===== src/rtl/imem_fetch_ctrl_pkg.sv =====
// Shared definitions for the instruction-fetch sequencer.
//   INST_W        instruction / address width
//   PC_STEP       byte increment between consecutive fetches
//   RESET_PC_DEF  default fetch PC after reset
//   fetch_state_e controller FSM encoding
//   fetch_entry_t one prefetch-queue entry {pc, inst}
//   align_word()  clears the two byte-offset bits of an address
package imem_fetch_ctrl_pkg;

    localparam int          INST_W       = 32;
    localparam logic [31:0] PC_STEP      = 32'd4;
    localparam logic [31:0] RESET_PC_DEF = 32'h0000_0000;

    typedef enum logic {
        IDLE  = 1'b0,
        FETCH = 1'b1
    } fetch_state_e;

    typedef struct packed {
        logic [INST_W-1:0] pc;
        logic [INST_W-1:0] inst;
    } fetch_entry_t;

    function automatic logic [INST_W-1:0] align_word(input logic [INST_W-1:0] addr);
        return {addr[INST_W-1:2], 2'b00};
    endfunction

endpackage


===== src/rtl/imem_fetch_ctrl_fifo.sv =====
// Prefetch queue: synchronous FIFO of {pc, inst} entries.
// Ports:
//   Clk, Rst_n     clock, synchronous active-low reset
//   i_push         write i_entry at the tail
//   i_entry        {pc, inst} to store
//   i_pop          advance the head (caller guarantees non-empty)
//   i_flush        empty the queue; dominates push and pop
//   o_head         entry at the head
//   o_count        number of stored entries (0..DEPTH)
module imem_fetch_ctrl_fifo
    import imem_fetch_ctrl_pkg::*;
#(
    parameter int DEPTH = 4
) (
    input  logic                       Clk,
    input  logic                       Rst_n,
    input  logic                       i_push,
    input  fetch_entry_t               i_entry,
    input  logic                       i_pop,
    input  logic                       i_flush,
    output fetch_entry_t               o_head,
    output logic [$clog2(DEPTH):0]     o_count
);

    localparam int PTR_W = $clog2(DEPTH);
    localparam int CNT_W = PTR_W + 1;

    fetch_entry_t       r_mem [DEPTH];
    logic [PTR_W-1:0]   r_wr_ptr;
    logic [PTR_W-1:0]   r_rd_ptr;
    logic [CNT_W-1:0]   r_count;

    // Storage needs no reset: entries are only visible while r_count covers them.
    always_ff @(posedge Clk) begin
        if (i_push && !i_flush) begin
            r_mem[r_wr_ptr] <= i_entry;
        end
    end

    always_ff @(posedge Clk) begin
        if (!Rst_n || i_flush) begin
            r_wr_ptr <= '0;
            r_rd_ptr <= '0;
            r_count  <= '0;
        end else begin
            if (i_push) begin
                r_wr_ptr <= r_wr_ptr + PTR_W'(1);
            end
            if (i_pop) begin
                r_rd_ptr <= r_rd_ptr + PTR_W'(1);
            end
            case ({i_push, i_pop})
                2'b10:   r_count <= r_count + CNT_W'(1);
                2'b01:   r_count <= r_count - CNT_W'(1);
                default: r_count <= r_count;
            endcase
        end
    end

    assign o_head  = r_mem[r_rd_ptr];
    assign o_count = r_count;

endmodule


===== src/rtl/imem_fetch_ctrl.sv =====
// Instruction-fetch sequencer between PC/branch logic and InstructionMemory.
// Issues word-aligned reads, absorbs the memory's 1-cycle read latency,
// buffers returned words with their PCs and hands them to IF/ID via valid/ready.
// Ports:
//   Clk, Rst_n   clock, synchronous active-low reset
//   Enable       1 = issue fetches, 0 = stop issuing and drain
//   Redirect     1-cycle pulse: flush queue and in-flight read, refetch from RedirectPC
//   RedirectPC   new fetch byte address (low 2 bits ignored)
//   ImemAddr     read address to InstructionMemory (always the fetch PC)
//   ImemInst     read data, valid the cycle after an issue
//   Out_Valid    head of queue holds an instruction
//   Out_Ready    IF/ID accepts the head this cycle
//   Out_Inst     head instruction (0 when empty)
//   Out_PC       byte address of Out_Inst (0 when empty)
//   Busy         queue non-empty or a read is in flight
module imem_fetch_ctrl
    import imem_fetch_ctrl_pkg::*;
#(
    parameter int          DEPTH    = 4,
    parameter logic [31:0] RESET_PC = RESET_PC_DEF
) (
    input  logic              Clk,
    input  logic              Rst_n,
    input  logic              Enable,
    input  logic              Redirect,
    input  logic [INST_W-1:0] RedirectPC,
    output logic [INST_W-1:0] ImemAddr,
    input  logic [INST_W-1:0] ImemInst,
    output logic              Out_Valid,
    input  logic              Out_Ready,
    output logic [INST_W-1:0] Out_Inst,
    output logic [INST_W-1:0] Out_PC,
    output logic              Busy
);

    localparam int                 CNT_W   = $clog2(DEPTH) + 1;
    localparam logic [CNT_W:0]     DEPTH_L = (CNT_W + 1)'(DEPTH);

    fetch_state_e       r_state;
    fetch_state_e       w_next_state;
    logic [INST_W-1:0]  r_fetch_pc;
    logic               r_inflight;
    logic [INST_W-1:0]  r_inflight_pc;

    logic               w_issue;
    logic               w_push;
    logic               w_pop;
    logic [CNT_W-1:0]   w_count;
    logic [CNT_W:0]     w_used;
    fetch_entry_t       w_head;
    fetch_entry_t       w_push_entry;

    // State register
    always_ff @(posedge Clk) begin
        if (!Rst_n) begin
            r_state <= IDLE;
        end else begin
            r_state <= w_next_state;
        end
    end

    // Next state; Redirect deliberately has no effect on the state
    always_comb begin
        w_next_state = r_state;
        case (r_state)
            IDLE:    if (Enable)  w_next_state = FETCH;
            FETCH:   if (!Enable) w_next_state = IDLE;
            default: w_next_state = IDLE;
        endcase
    end

    // Issue decision. Counting the in-flight read against the queue depth
    // reserves its slot, so a returning word always finds room.
    always_comb begin
        w_used  = {1'b0, w_count} + {{CNT_W{1'b0}}, r_inflight};
        w_issue = (r_state == FETCH) && !Redirect && (w_used < DEPTH_L);
    end

    always_ff @(posedge Clk) begin
        if (!Rst_n) begin
            r_fetch_pc    <= RESET_PC;
            r_inflight    <= 1'b0;
            r_inflight_pc <= '0;
        end else begin
            if (Redirect) begin
                r_fetch_pc <= align_word(RedirectPC);
            end else if (w_issue) begin
                r_fetch_pc <= r_fetch_pc + PC_STEP;
            end
            r_inflight <= w_issue;
            if (w_issue) begin
                r_inflight_pc <= r_fetch_pc;
            end
        end
    end

    // A redirect in the return cycle kills the stale word.
    assign w_push            = r_inflight && !Redirect;
    assign w_pop             = Out_Valid && Out_Ready;
    assign w_push_entry.pc   = r_inflight_pc;
    assign w_push_entry.inst = ImemInst;

    imem_fetch_ctrl_fifo #(
        .DEPTH (DEPTH)
    ) u_fifo (
        .Clk     (Clk),
        .Rst_n   (Rst_n),
        .i_push  (w_push),
        .i_entry (w_push_entry),
        .i_pop   (w_pop),
        .i_flush (Redirect),
        .o_head  (w_head),
        .o_count (w_count)
    );

    assign ImemAddr  = r_fetch_pc;
    assign Out_Valid = (w_count != '0);
    assign Out_Inst  = Out_Valid ? w_head.inst : '0;
    assign Out_PC    = Out_Valid ? w_head.pc   : '0;
    assign Busy      = Out_Valid || r_inflight;

endmodule


===== config.mk =====
export PLATFORM = sky130hd
export DESIGN_NAME = imem_fetch_ctrl
export DESIGN_NICKNAME = d
export VERILOG_FILES = /design/src/rtl/imem_fetch_ctrl_pkg.sv /design/src/rtl/imem_fetch_ctrl_fifo.sv /design/src/rtl/imem_fetch_ctrl.sv
export SDC_FILE = /design/constraint.sdc
export NUM_CORES = 1
export LEC_CHECK = 0
export CAP_MARGIN = 15
export CORE_UTILIZATION = 50
export CTS_CLUSTER_DIAMETER = 30
export DETAILED_ROUTE_END_ITERATION = 8
export PLACE_DENSITY = 0.81
export SYNTH_ARGS = -nofsm -noshare
export SYNTH_HDL_FRONTEND = slang
export SYNTH_HIERARCHICAL = 1
export SYNTH_SLANG_ARGS = --single-unit

===== constraint.sdc =====
create_clock -name Clk -period 3.4 [get_ports Clk]
set_input_delay 0.68 -clock Clk [delete_from_list [all_inputs] [get_ports Clk]]
set_output_delay 0.68 -clock Clk [all_outputs]
set_load 0.1 [all_outputs]

==> impl_metrics.yaml <==
run_status:
  status: "complete, no violations"
clock_tree:
  cts_buffers: 56
  post_cts_buffers: 0
  cts_root_buf: "clkbuf_16"
  holdBufCountCts: 0
  cts_max_level: 2
  post_cts_resized: 0
  cts_num_sinks: 327
  cts_tree: "done"
  clk_pin_slew_worst_paths_ns: 0.05
  clkLatencyLatePin_ns: 0.55
  clockBufferDepth: 3
global_routing:
  antenna_found_initial: 0
  grt_usage_pct: 20.13
  grt_pass1_wl_um: 41630
  grt_max_degree: 43
  grt_remaining_overflow: 0
  first_global_vias: 7899
worst_hold_path:
  min-delay-start: "r_inflight_pc[24]"
  hp-class: "reg -> reg"
final_layout:
  num_antenna_cells: 0
  final_layout_size_suffix_gt1_share_pct: 28.11
  fin_util_pct: 65.67
  fill_cells: 1825
  syn_to_final_growth_pct: 28.69
  layout_common_cells: "edfxtp_1 (256), buf_4 (108), nand2_1 (95)"
  fin_nets: 1106
  register_area_um2: 9114
  final_common_cell: "edfxtp_1"
  multi_input_area_um2: 3879
power:
  leakage_nw: 5.924
  seqPwrFrac_pct: 41.8
  ir_worst_vdd_uv: 555.6
  switching_power_mw: 2.268
  power_mw: 10.47
  p_clk_share_pct: 53.6
  intPower_mw: 8.202
  swShare_pct: 21.66
  p_comb_share_pct: 4.6
  cellPowerDensity_nw_per_um2: 611.8
timing:
  min_period_ns: 3.159
  period_share_pct: 92.92
  hold_viol_final: 0
  finalSetupViolCount: 0
  rsz0062_at_grt: "no"
  slew_headroom_pct: 56.21
  final.setup.tns_ns: 0
  worst_pin_slew_ns: 0.6568
  drv_slew: 0
  fmax_mhz: 316.5
  skew_ns: 0.02106
worst_setup_path:
  crit_slowest_cell: "or3_2"
  cp_max_fo: 42
  crit_buf_inv: 2
  startpoint: "u_fifo/o_count[0]"
  worstPathRequired_ns: 2.72
  crit_family: "simple AND/OR/NAND/NOR gates"
  critPathCaptureType: "primary output"
  worst-setup-path-type: "reg -> out"
  critPathLaunchType: "flop"
  critPathArrivalTime_ns: 2.48
  cp_cell_sequence: "or3_2, buf_12, or2_2, buf_4"
  slowest_delay_ns: 0.76
  rr_startpoint: "u_fifo/o_count[0]"
synthesis:
  syn_area_per_cell_um2: 16.16
  synth_edf_count: 256
  synth_seq_area_share_pct: 68.50
  syn_area_um2: 13300
  ys.flop_type: "edfxtp_1"
  ys.warnings.count: 6
  ys_ff_latch: 327
  synthCells: 823
  async_flop_share_pct: 0
  yosysUniqueCellTypes: 59
detailed_routing:
  num_vias: 7681
  remaining_drc_errors: 0
  via_per_inst: 5.436
  drt_iter0_markers: 562
  wl_um: 26880
  first_pass_iters: 5
  drtAntennaViolNets: 0
  wl_per_cell_um: 19.02
place:
  port_buffers: 162
  routabilityCongestion: 0.8075
  hpwl_um: 16620
die:
  io_pins: 167
  die_area_um2: 27250
  core-area_um2: 26060
  die_h_um: 165.1
  start_util_pct: 51.03
  row_count: 59
  fp.dieW_um: 165.1
flow_run:
  maxCapViolCount: 0
## worst reg2reg max path, stage by stage, from the launching register on
cell and delay, ns:
dfxtp_1 0.41, or3_2 0.48, and2_1 0.27, ha_1 0.21
inv_1 0.06, fa_1 0.38, xor2_1 0.18, or3_1 0.32
a21oi_1 0.15
## worst paths after layout
path | end | slack [ns] | depth (start not counted)
worst max register to register | u_fifo/o_count[2] | 0.88 | 8
worst max-delay path | Busy | 0.24 | 4
worst min register to register | u_fifo/r_mem[0][56] | 0.50 | 0
worst min-delay path | u_fifo/r_mem[0][56] | 0.50 | 0
## state kept, by name, summed over array words and instances, names as in the netlist, named ones only
name,cells
r_state,1
r_inflight_pc,30
u_fifo/r_wr_ptr,2
u_fifo/r_mem,256
ImemAddr,30
u_fifo/r_rd_ptr,2
r_inflight,1
u_fifo/o_count,3
## synthesized netlist by cell type, drive strengths merged, types with 2 or more instances
cell    count  area share, %
ha          6           0.56
inv        12           0.34
nor2       17           0.54
nor4       10            1.0
clkbuf     24           0.69
and2       79            3.7
mux4       64             11
a22o        4           0.26
mux2i       3           0.23
xnor2      12           0.79
nand4      14           0.77
o211a       3           0.23
nand3      11           0.45
xor2       10           0.66
buf        22            1.6
mux2        5           0.42
a22oi       2           0.11
and3        6           0.28
edfxtp    256             58
dfxtp      71             11
o21ai      16           0.60
a21oi      10           0.38
o211ai      3           0.17
nor2b       2          0.094
o21a        3           0.17
o31ai       2           0.11
nand2      97            2.8
or3         2          0.094
a31oi       3           0.14
or2         3           0.14
a21boi     37            2.1
and4        2           0.15
## metrics by stage
stage	worst slack [ns]	hold slack [ns]	area [um2]	instances
5_1_grt	0.1397	0.5256	17110	1413
4_1_cts	0.1892	0.5020	17110	1413
2_1_floorplan	0.3466	0.4600	13340	832
3_3_place_gp	0.5388	0.4731	15170	1307
6_report	0.2406	0.4992	17110	1413
3_5_place_dp	0.4920	0.4950	15170	1307
## kinds of logic after synthesis
group	share of synthesized area, %
adder cells (fa/ha/maj)	0.7151
other	0.02820
AND/OR/NAND/NOR	10.43
AO/OA/AOI/OAI	4.601
buffers and inverters	2.672
flip-flops	68.50
XOR/XNOR	1.449
multiplexers	11.60
## layer usage
| metal | global-route usage (%) | vias up | wire length [um] |
|---|---|---|---|
| li1 | - | 3558 | - |
| met1 | 26.77 | 3794 | 11290 |
| met2 | 33.42 | 287 | 13210 |
| met3 | 4.221 | 42 | 1915 |
| met4 | 5.922 | 0 | 473 |
| met5 | 0 | - | 0 |
## power groups by stage
stage / Sequential [mW] / Combinational (mW) / Clock (mW)
2_1_floorplan: 4.60 / 0.154 / 0
3_3_place_gp: 4.45 / 0.472 / 0
3_5_place_dp: 4.46 / 0.479 / 0
4_1_cts: 4.38 / 0.482 / 5.69
5_1_grt: 4.38 / 0.505 / 5.86
6_report: 4.38 / 0.480 / 5.61
## layout make-up
type,count,area share (%)
Clock buffer,71,9.074
Tap cell,335,2.449
Multi-Input combinational cell,447,22.67
Sequential cell,327,53.26
Clock inverter,35,2.289
Inverter,12,0.2632
Timing Repair Buffer,186,10.00
No activity file was read; power rests on OpenSTA's default activity.
